$ cat src/rtl/result_collector.sv
// ----------------------------------------------------------------------------
// result_collector
//
// Gathers one N x N result matrix whose elements arrive column by column with
// arbitrary skew between columns, and hands it to a consumer one complete,
// deskewed row at a time over a valid/ready handshake.
//
// Parameters
//   MATRIX_SIZE : N, number of columns and of result rows per matrix
//   DATA_SIZE   : width of one result element
//
// Ports
//   clk        : clock, all state changes on the rising edge
//   reset      : asynchronous, active-high reset
//   enable     : global stall, when low nothing inside changes
//   start      : begin collecting a new matrix (honoured only in IDLE)
//   col_valid  : per-column qualifier for col_data
//   col_data   : column c at [c*DATA_SIZE +: DATA_SIZE]
//   out_valid  : a complete row is presented
//   out_ready  : consumer accepts the presented row
//   out_data   : presented row, column c at [c*DATA_SIZE +: DATA_SIZE]
//   out_row    : index of the presented row
//   busy       : FSM is collecting
//   done       : FSM is in DONE (one cycle after the last row is accepted)
//   overflow   : sticky, a column delivered more than N elements
// ----------------------------------------------------------------------------
module result_collector #(
    parameter int MATRIX_SIZE = 2,
    parameter int DATA_SIZE   = 32
) (
    input  logic                              clk,
    input  logic                              reset,
    input  logic                              enable,
    input  logic                              start,
    input  logic [MATRIX_SIZE-1:0]            col_valid,
    input  logic [MATRIX_SIZE*DATA_SIZE-1:0]  col_data,
    output logic                              out_valid,
    input  logic                              out_ready,
    output logic [MATRIX_SIZE*DATA_SIZE-1:0]  out_data,
    output logic [$clog2(MATRIX_SIZE):0]      out_row,
    output logic                              busy,
    output logic                              done,
    output logic                              overflow
);

    localparam int N  = MATRIX_SIZE;
    // Counters and the row pointer must be able to hold the value N itself.
    localparam int CW = $clog2(N) + 1;
    // Index width for addressing one of N buffer rows.
    localparam int IW = (N > 1) ? $clog2(N) : 1;
    localparam logic [CW-1:0] N_CNT    = CW'(N);
    localparam logic [CW-1:0] LAST_ROW = CW'(N - 1);

    typedef enum logic [1:0] {
        IDLE,
        COLLECT,
        DONE
    } state_t;

    state_t                 state;
    state_t                 state_next;
    logic [CW-1:0]          cnt [N];
    logic [CW-1:0]          rd_row;
    logic [DATA_SIZE-1:0]   row_buf [N][N];
    logic                   overflow_q;
    logic                   row_complete;
    logic                   transfer;
    logic [IW-1:0]          rd_idx;

    assign rd_idx = rd_row[IW-1:0];

    // The row under the read pointer is complete once every column has
    // delivered more elements than the row index.
    always_comb begin
        row_complete = 1'b1;
        for (int c = 0; c < N; c++) begin
            if (cnt[c] <= rd_row) begin
                row_complete = 1'b0;
            end
        end
    end

    assign out_valid = (state == COLLECT) && row_complete;
    assign transfer  = out_valid && out_ready && enable;
    assign busy      = (state == COLLECT);
    assign done      = (state == DONE);
    assign overflow  = overflow_q;

    // Present the buffered row only while valid; outputs are zero otherwise.
    always_comb begin
        out_data = '0;
        out_row  = '0;
        if (out_valid) begin
            out_row = rd_row;
            for (int c = 0; c < N; c++) begin
                out_data[c*DATA_SIZE +: DATA_SIZE] = row_buf[rd_idx][c];
            end
        end
    end

    always_ff @(posedge clk or posedge reset) begin
        if (reset) begin
            state <= IDLE;
        end else begin
            state <= state_next;
        end
    end

    always_comb begin
        state_next = state;
        case (state)
            IDLE: begin
                if (enable && start) begin
                    state_next = COLLECT;
                end
            end
            COLLECT: begin
                if (transfer && (rd_row == LAST_ROW)) begin
                    state_next = DONE;
                end
            end
            DONE: begin
                if (enable) begin
                    state_next = IDLE;
                end
            end
            default: state_next = IDLE;
        endcase
    end

    // Datapath: per-column fill counters, row buffer, read pointer and the
    // sticky overflow flag. Capture and transfer are independent, so a row
    // can be drained in the same cycle another element lands.
    always_ff @(posedge clk or posedge reset) begin
        if (reset) begin
            rd_row     <= '0;
            overflow_q <= 1'b0;
            for (int r = 0; r < N; r++) begin
                cnt[r] <= '0;
                for (int c = 0; c < N; c++) begin
                    row_buf[r][c] <= '0;
                end
            end
        end else if (enable) begin
            if (state == IDLE && start) begin
                rd_row     <= '0;
                overflow_q <= 1'b0;
                for (int r = 0; r < N; r++) begin
                    cnt[r] <= '0;
                    for (int c = 0; c < N; c++) begin
                        row_buf[r][c] <= '0;
                    end
                end
            end else if (state == COLLECT) begin
                for (int c = 0; c < N; c++) begin
                    if (col_valid[c]) begin
                        if (cnt[c] < N_CNT) begin
                            row_buf[cnt[c][IW-1:0]][c] <= col_data[c*DATA_SIZE +: DATA_SIZE];
                            cnt[c] <= cnt[c] + CW'(1);
                        end else begin
                            overflow_q <= 1'b1;
                        end
                    end
                end
                if (transfer) begin
                    rd_row <= rd_row + CW'(1);
                end
            end
        end
    end

endmodule

$ cat config.mk
export PLATFORM = sky130hd
export DESIGN_NAME = result_collector
export DESIGN_NICKNAME = d
export VERILOG_FILES = /design/src/rtl/result_collector.sv
export SDC_FILE = /design/constraint.sdc
export NUM_CORES = 1
export LEC_CHECK = 0
export BUFFER_PORTS_ARGS = -buffer_cell sky130_fd_sc_hd__clkbuf_2
export CAP_MARGIN = 20
export CORE_AREA = 2 2 135 104
export CTS_BUF_LIST = sky130_fd_sc_hd__clkbuf_16
export DETAILED_ROUTE_END_ITERATION = 12
export DIE_AREA = 0 0 137 106
export GPL_TIMING_DRIVEN = 0
export PLACE_DENSITY = 0.89
export SETUP_SLACK_MARGIN = 0.05
export SLEW_MARGIN = 20
export SYNTH_ARGS = -nofsm -noshare
export SYNTH_HDL_FRONTEND = slang
export SYNTH_SLANG_ARGS = --single-unit
$ cat constraint.sdc
create_clock -name clk -period 4.9 [get_ports clk]
set_clock_uncertainty 0.1 [all_clocks]
set_input_delay 0.735 -clock clk [delete_from_list [all_inputs] [get_ports clk]]
set_output_delay 0.735 -clock clk [all_outputs]
set_load 0.02 [all_outputs]
==> flow_summary.json, run 1 <==
{
  "dpl.hpwl_mm": 13.2,
  "power.total_mw": 5.25,
  "worst_pin_slew_ns": 1.14,
  "finalSetupViolations": 0,
  "synthCells": 721,
  "grt_pass1_wl_mm": 30.0,
  "avgSynthCellArea_sq_um": 9.84,
  "die-height_um": 106,
  "ir_drop_mv": 0.376,
  "cts-buffers-inserted": 17,
  "crit_fanout": 10,
  "core_sq_um": 13300,
  "cts_setup_buffers": 0,
  "place.gp.congestion": 0.873,
  "clkTransAtPathRegs_ns": 0.06,
  "areaGrowthSynthToFinish_pct": 20.6,
  "routed_wl_mm": 18.8,
  "synth_area_sq_um": 7100,
  "rows": 37,
  "period_share_pct": 73.6,
  "start_util_pct": 53.2,
  "syn_nets": 797,
  "dp_cells": 1036,
  "ys.flop_type": "dfrtp_1",
  "yosysTopAreaCellShare_pct": 48.3,
  "grt_pass1_vias": 5737,
  "drive_gt1_share_pct": 29.0,
  "num_io_pins": 141,
  "cts-root-buf": "clkbuf_16",
  "crit_end": "out_data[47]",
  "clk_latency_ns": 0.41,
  "synth_edf_count": 0,
  "overflow": 0,
  "cp-end-kind": "primary output",
  "vias": 5931,
  "finalHoldViolations": 0,
  "clock_sinks": 137,
  "status": "finished, final reports clean",
  "final_cells": 1068,
  "antenna_found_initial": 0,
  "h-tree-depth": 4,
  "synthTopCellsByArea": "dfrtp_1, mux2i_1, nand2_1",
  "cts_tree": "yes",
  "synthArstFlopShare_pct": 100,
  "synth_cell_type_count": 39,
  "fillers": 1089,
  "max_freq_mhz": 277,
  "yosysMostFrequentCell": "nand2_1",
  "drtIter0Drc": 526,
  "ctsHoldBuffers": 0,
  "crit_start": "rd_row[0]",
  "num_antenna_cells": 0,
  "slew_violations": 0,
  "ctsResizeCount": 0,
  "critPathLaunchType": "flop",
  "maxCapViolCount": 0,
  "crit_arrival_ns": 2.77,
  "rrSetupSlack_ns": 2.69,
  "hold_class": "input pin to asynchronous set/reset pin",
  "grt_usage_pct": 27.1,
  "final_nets": 956,
  "rsz0062_at_grt": "no",
  "postRouteAntennaNets": 0,
  "ys_seq_area_share_pct": 48.3,
  "whs_ns": 0.210,
  "die_w_um": 137,
  "drt-pass1-iter-count": 9,
  "r2r_end": "row_buf[33]",
  "io_buffers": 139,
  "ys_top_cells_by_count": "nand2_1, dfrtp_1, nor2_1, mux2i_1, o21ai_0",
  "drc": 0,
  "reg2regPathDepth": 6,
  "cts.path.max_buffers": 2,
  "timing.rr.start": "state[0]",
  "wl_per_cell_um": 17.6,
  "cp_data_required_time_ns": 4.07,
  "yosysWarnings": 0,
  "relSlewSlack_pct": 23.8,
  "yosys.area.top_type": "dfrtp_1",
  "leakagePower_nw": 4.24,
  "grt_max_degree": 97,
  "synth-seq-cells": 137,
  "power_density_nw_per_um2": 613,
  "post-route-min-period_ns": 3.61,
  "critPathKind": "flop to primary output",
  "die_area_sq_um": 14500,
  "via_per_inst": 5.55
}
worst min-delay path by stage:
stage	end	slack [ns]	cells past startpoint
after floorplan	row_buf[50]	0.35	2
after detailed placement	row_buf[56]	0.37	2
after global routing	row_buf[9]	0.23	2
after global placement	row_buf[18]	0.36	2
after CTS	row_buf[104]	0.21	2
final	row_buf[8]	0.21	2
critical path, stage by stage (launching register included):
cell      delay, ns
dfrtp_1        0.41
clkbuf_1       0.17
buf_2          0.34
clkbuf_1       0.89
mux2i_1        0.17
nor2_1         0.17
clkbuf_2       0.19
where the power goes:
part | switching, mW | internal, mW
Sequential | 0.278 | 1.58
Combinational | 1.37 | 0.902
Clock | 0.480 | 0.635
per-layer routing:
layer | track usage, % | vias to the layer above | wire length (um)
li1 | - | 2760 | -
met1 | 39.6 | 2917 | 8640
met2 | 40.8 | 235 | 8670
met3 | 6.25 | 19 | 1350
met4 | 6.85 | 0 | 167
met5 | 0 | - | 0
registers in the layout, summed over array words and instances, names as in the netlist:
register	cells
cnt	4
rd_row	2
row_buf	128
overflow	1
state	2
logic make-up after synthesis:
group | synth area share, %
and+or+nand+nor | 18.2
DFF | 48.3
AOI/OAI and AO/OA | 11.3
muxes | 16.2
buffers and inverters | 5.15
adders and majority gates | 0.882
through the flow:
step	utilization [%]	instance area [sq um]	TNS, ns	setup slack [ns]
after CTS	64.2	8560	0	1.34
after global placement	60.1	8010	-142.35	-1.05
after detailed placement	60.3	8050	0	1.78
after global routing	64.2	8560	0	1.17
after floorplan	-	7100	0	0.397
final	64.2	8560	0	1.29
cells in the final DEF (no fill, tap or decap), types with 2 or more instances in the layout:
cell	count
nand3_1	22
mux2_4	30
clkinvlp_4	3
mux2_2	4
a22o_1	13
o221ai_1	2
o21ai_1	19
clkbuf_1	24
clkbuf_16	17
nor3_1	3
and3b_1	2
ha_1	5
o31ai_2	18
clkinv_4	3
buf_1	3
a21oi_1	2
o31ai_1	14
a21o_1	2
nor2_8	2
inv_1	9
clkbuf_2	139
nand2_1	155
clkinv_2	6
nand2b_1	2
nor2_1	105
nor2b_1	5
mux2i_1	65
dfrtp_1	137
buf_6	13
buf_2	16
o21ai_0	37
layout make-up:
cell class	instances	area, sq um	area share (%)
buffer	57	335	3.92
clock buffer	17	425	4.97
clock inverter	15	90.1	1.05
inverter	8	37.5	0.438
multi-input combinational	519	3300	38.6
sequential	137	3430	40.0
tap	175	219	2.56
timing repair buffer	140	723	8.45
No activity file was read; power rests on OpenSTA's default activity.
==> run 2: changes to the inputs <==
Clock period 4.9 ns to 3.5 ns, I/O delays scaled along.
==> flow_summary.json, run 2 (synthesized netlist as in run 1, its figures left out) <==
{
  "die_area_sq_um": 14500,
  "areaGrowthSynthToFinish_pct": 22.9,
  "routed_wl_mm": 19.4,
  "final_common_cell": "nand2_1",
  "cp-end-kind": "primary output",
  "postRouteAntennaNets": 0,
  "slew_violations": 0,
  "num_antenna_cells": 0,
  "overflow": 0,
  "hold_class": "input pin to flop",
  "wl_per_cell_um": 18.2,
  "finalHoldViolations": 0,
  "reg2regPathDepth": 6,
  "regMostFlops": "row_buf",
  "cts.path.max_buffers": 2,
  "leakagePower_nw": 4.31,
  "cts-buffers-inserted": 17,
  "timing.setup.tns_ns": 0,
  "crit_arrival_ns": 2.68,
  "place.gp.congestion": 0.889,
  "die_w_um": 137,
  "via_per_inst": 5.64,
  "rsz0062_at_grt": "no",
  "die-height_um": 106,
  "maxCapViolCount": 0,
  "antenna_found_initial": 0,
  "max_freq_mhz": 303,
  "critical_path.cell_chain": "ha_1, nor2b_1, o22ai_1, or2_1, clkbuf_1, nor2_1, clkbuf_2",
  "rows": 37,
  "crit_fanout": 10,
  "top_regs": "row_buf: 128 flops, cnt: 4 flops",
  "final_nets": 960,
  "clkTransAtPathRegs_ns": 0.06,
  "power_density_nw_per_um2": 880,
  "num_io_pins": 141,
  "grt_pass1_vias": 5839,
  "grt_max_degree": 35,
  "grt_pass1_wl_mm": 30.4,
  "post-route-min-period_ns": 3.30,
  "finalSetupViolations": 0,
  "holdPathStages": 3,
  "clk_latency_ns": 0.41,
  "drtIter0Drc": 452,
  "h-tree-depth": 4,
  "clock_sinks": 137,
  "drc": 0,
  "start_util_pct": 53.2,
  "core_sq_um": 13300,
  "cp_data_required_time_ns": 2.87,
  "multi_input_area_sq_um": 3300,
  "cp.depth": 7,
  "cts_setup_buffers": 0,
  "crit_buf_inv": 2,
  "status": "finished, final reports clean",
  "grt_usage_pct": 27.7,
  "power.total_mw": 7.67,
  "fillers": 1077,
  "cts_tree": "yes",
  "drt-pass1-iter-count": 5,
  "critPathKind": "flop to primary output",
  "final_cell_mix": "nand2_1, clkbuf_2, dfrtp_1",
  "max_stage_delay_ns": 0.50,
  "cp_top_family": "buffers and inverters",
  "largest_reg_flops": 128,
  "critical-path-slowest-cell": "clkbuf_1",
  "worst_pin_slew_ns": 1.02,
  "drive_gt1_share_pct": 29.6,
  "period_share_pct": 94.3,
  "io_buffers": 139,
  "vias": 6044,
  "cts-root-buf": "clkbuf_16",
  "critPathLaunchType": "flop",
  "relSlewSlack_pct": 31.9,
  "ir_drop_mv": 0.478,
  "dpl.hpwl_mm": 13.4,
  "regArea_sq_um": 3430
}
run 2: per-layer routing:
layer / vias up / track usage (%) / share of wire [%] / wire length (um)
li1: 2767 / - / - / -
met1: 3017 / 38.5 / 44 / 8610
met2: 223 / 42.0 / 47 / 9200
met3: 37 / 7.34 / 6.6 / 1290
met4: 0 / 9.79 / 1.8 / 353
met5: - / 0 / 0 / 0
run 2: where the power goes:
part | internal [mW] | switching (mW) | total [mW]
clock | 1.18 | 0.668 | 1.85
sequential | 2.22 | 0.393 | 2.61
combinational | 1.28 | 1.94 | 3.22
run 2: repair_timing:
item,in CTS,in global routing
gates resized for setup,0,9
setup endpoints to repair,0,26
endpoints found under the hold margin,7,0
hold buffers,1,0
run 2: path summary, 6_finish.rpt:
check / to / start / slack, ns
worst max-delay path: out_data[6] / cnt[1] / 0.20
worst min-delay path: row_buf[10] / col_data[42] / 0.24
worst max register to register: row_buf[116] / state[0] / 1.31
worst min register to register: row_buf[33] / row_buf[33] / 0.38
max in group asynchronous: row_buf[57] / reset / 2.11
min in group asynchronous: row_buf[75] / reset / 0.50
run 2: final cells by class:
class                      count  share of cell area (%)
multi-input combinational    519                    37.9
inverter                       8                   0.387
buffer                        57                    3.96
timing repair buffer         144                    9.01
clock inverter                14                    2.09
clock buffer                  17                    4.88
tap                          175                    2.51
sequential                   137                    39.3
run 2: per-stage QoR:
stage,std cells,setup WS (ns),hold WS [ns],instance area [sq um],util (%)
after floorplan,721,0.957,0.348,7100,-
after global placement,1035,0.367,0.361,8010,60.1
after detailed placement,1039,0.618,0.370,8090,60.7
after CTS,1071,0.0989,0.226,8710,65.3
after global routing,1071,0.0520,0.244,8720,65.4
final,1071,0.198,0.237,8720,65.4
run 2: worst register-to-register path, delay by kind of cell (launching register included):
kind	cells	cell delay (ns)
simple gates	3	0.71
flops	1	0.49
buf+inv	2	0.48
mux	1	0.28
==> run 3: changes to the inputs <==
==> constraint.sdc (replaced) <==
create_clock -name clk -period 3.5 [get_ports clk]
set_clock_uncertainty 0.1 [all_clocks]
set_input_delay 0.35 -clock clk [delete_from_list [all_inputs] [get_ports clk]]
set_output_delay 0.35 -clock clk [all_outputs]
set_load 0.02 [all_outputs]
==> flow_summary.json, run 3 (synthesized netlist as in run 1, its figures left out) <==
{
  "slew_violations": 0,
  "ctsResizeCount": 0,
  "start_util_pct": 53.2,
  "place.gp.congestion": 0.889,
  "die_w_um": 137,
  "grt_usage_pct": 27.7,
  "sw_frac_of_total_pct": 39.2,
  "leakagePower_nw": 4.30,
  "clk_latency_ns": 0.41,
  "grt_pass1_wl_mm": 30.4,
  "finalHoldViolations": 0,
  "cts-root-buf": "clkbuf_16",
  "worst_pin_slew_ns": 1.11,
  "drive_gt1_share_pct": 29.2,
  "crit_fanout": 10,
  "vias": 6028,
  "areaGrowthSynthToFinish_pct": 22.8,
  "finalSetupViolations": 0,
  "final_common_cell": "nand2_1",
  "die-height_um": 106,
  "cp-end-kind": "primary output",
  "grt_max_degree": 35,
  "grtUsageMet3_pct": 7.34,
  "critical-path-slowest-cell": "clkbuf_1",
  "fin_util_pct": 65.3,
  "top_usage_layer": "met2",
  "crit_buf_inv": 2,
  "ir_drop_mv": 0.477,
  "whs_ns": 0.0613,
  "p_seq_share_pct": 34.0,
  "internal-power_mw": 4.67,
  "crit_arrival_ns": 2.79,
  "antenna_found_initial": 0,
  "num_antenna_cells": 0,
  "combPwrFrac_pct": 41.9,
  "met1_usage_pct": 38.5,
  "grt_pass1_vias": 5839,
  "max_stage_delay_ns": 0.61,
  "largest_reg_flops": 128,
  "status": "finished, final reports clean",
  "via_per_inst": 5.63,
  "hold_class": "input pin to flop",
  "overflow": 0,
  "cts_tree": "yes",
  "dp_cells": 1039,
  "h-tree-depth": 4,
  "p_switching_mw": 3.01,
  "timing.setup.tns_ns": 0,
  "power.total_mw": 7.68,
  "cp_data_required_time_ns": 3.05,
  "final_cell_mix": "nand2_1, clkbuf_2, dfrtp_1",
  "core_sq_um": 13300,
  "drc": 0,
  "regMostFlops": "row_buf",
  "final_cells": 1071,
  "dpl.hpwl_mm": 13.4,
  "critPathLaunchType": "flop",
  "period_share_pct": 92.6,
  "clock_sinks": 137,
  "io_buffers": 139,
  "maxCapViolCount": 0,
  "num_io_pins": 141,
  "rsz0062_at_grt": "no",
  "top_regs": "row_buf: 128 flops, cnt: 4 flops",
  "rows": 37,
  "relSlewSlack_pct": 25.9,
  "drtIter0Drc": 531,
  "clkTransAtPathRegs_ns": 0.06,
  "die_area_sq_um": 14500,
  "max_freq_mhz": 308,
  "routed_wl_mm": 19.5,
  "cts-buffers-inserted": 17,
  "power_density_nw_per_um2": 881,
  "grtUsageMet2_pct": 42.0,
  "drt-pass1-iter-count": 5,
  "final_nets": 960,
  "cp_top_family": "buffers and inverters",
  "critical_path.cell_chain": "ha_1, nor2b_1, o22ai_1, or2_1, clkbuf_1, nor2_1, clkbuf_2",
  "post-route-min-period_ns": 3.24,
  "postRouteAntennaNets": 0,
  "wl_per_cell_um": 18.2,
  "pwr-share-clk_pct": 24.1,
  "cts.path.max_buffers": 2,
  "critPathKind": "flop to primary output"
}
-- run 3: cell count changes in the layout (fill, tap and decap cells not counted), sizes merged --
cell / change
clkdlybuf4s15: -1
buf: +1
-- run 3: routing by layer --
layer	part of all wire, %	vias to the layer above
li1	-	2771
met1	44	2996
met2	47	222
met3	7.6	39
met4	2.1	0
met5	0	-
-- run 3: final cells by class --
| class | instances | area [sq um] |
|---|---|---|
| Timing Repair Buffer | 144 | 786 |
| Sequential cell | 137 | 3430 |
| Buffer | 57 | 335 |
| Inverter | 8 | 33.8 |
| Multi-Input combinational cell | 519 | 3300 |
| Tap cell | 175 | 219 |
| Clock inverter | 14 | 183 |
| Clock buffer | 17 | 425 |
| Fill cell | 1078 | 4620 |
-- run 3: final timing paths --
check                             start           to  slack [ns]  cells past startpoint
min                        col_data[46]  row_buf[14]        0.06                      3
max                              cnt[1]  out_data[0]        0.26                      7
max in group asynchronous         reset     state[0]        2.29                      5
max reg2reg                    state[0]  row_buf[37]        1.32                      6
min in group asynchronous         reset  row_buf[75]        0.32                      3
min reg2reg                 row_buf[18]  row_buf[18]        0.38                      2
-- run 3: power groups by stage --
stage                     combinational, mW  sequential [mW]  clock (mW)
final                                  3.22             2.61        1.85
after global routing                   3.49             2.68        1.94
after CTS                              3.21             2.60        1.86
after detailed placement               3.18             2.61           0
after global placement                 3.07             2.58           0
after floorplan                        2.32             2.51           0
-- run 3: stage by stage --
step	instance area, sq um	worst slack (ns)
floorplan	7100	1.13
global placement	8010	0.542
detailed placement	8090	0.793
CTS	8710	0.274
global route	8710	0.134
finish	8710	0.258
-- run 3: tightest hold or removal path, delay by kind of cell --
family	cells	cell delay, ns
AOI/OAI and AO/OA	1	0.05
buffers and inverters	1	0.09
and+or+nand+nor	1	0.05
-- run 3: timing repair --
item,CTS,global route
buffers inserted,0,0
hold buffers,1,0
endpoints found under the hold margin,7,0
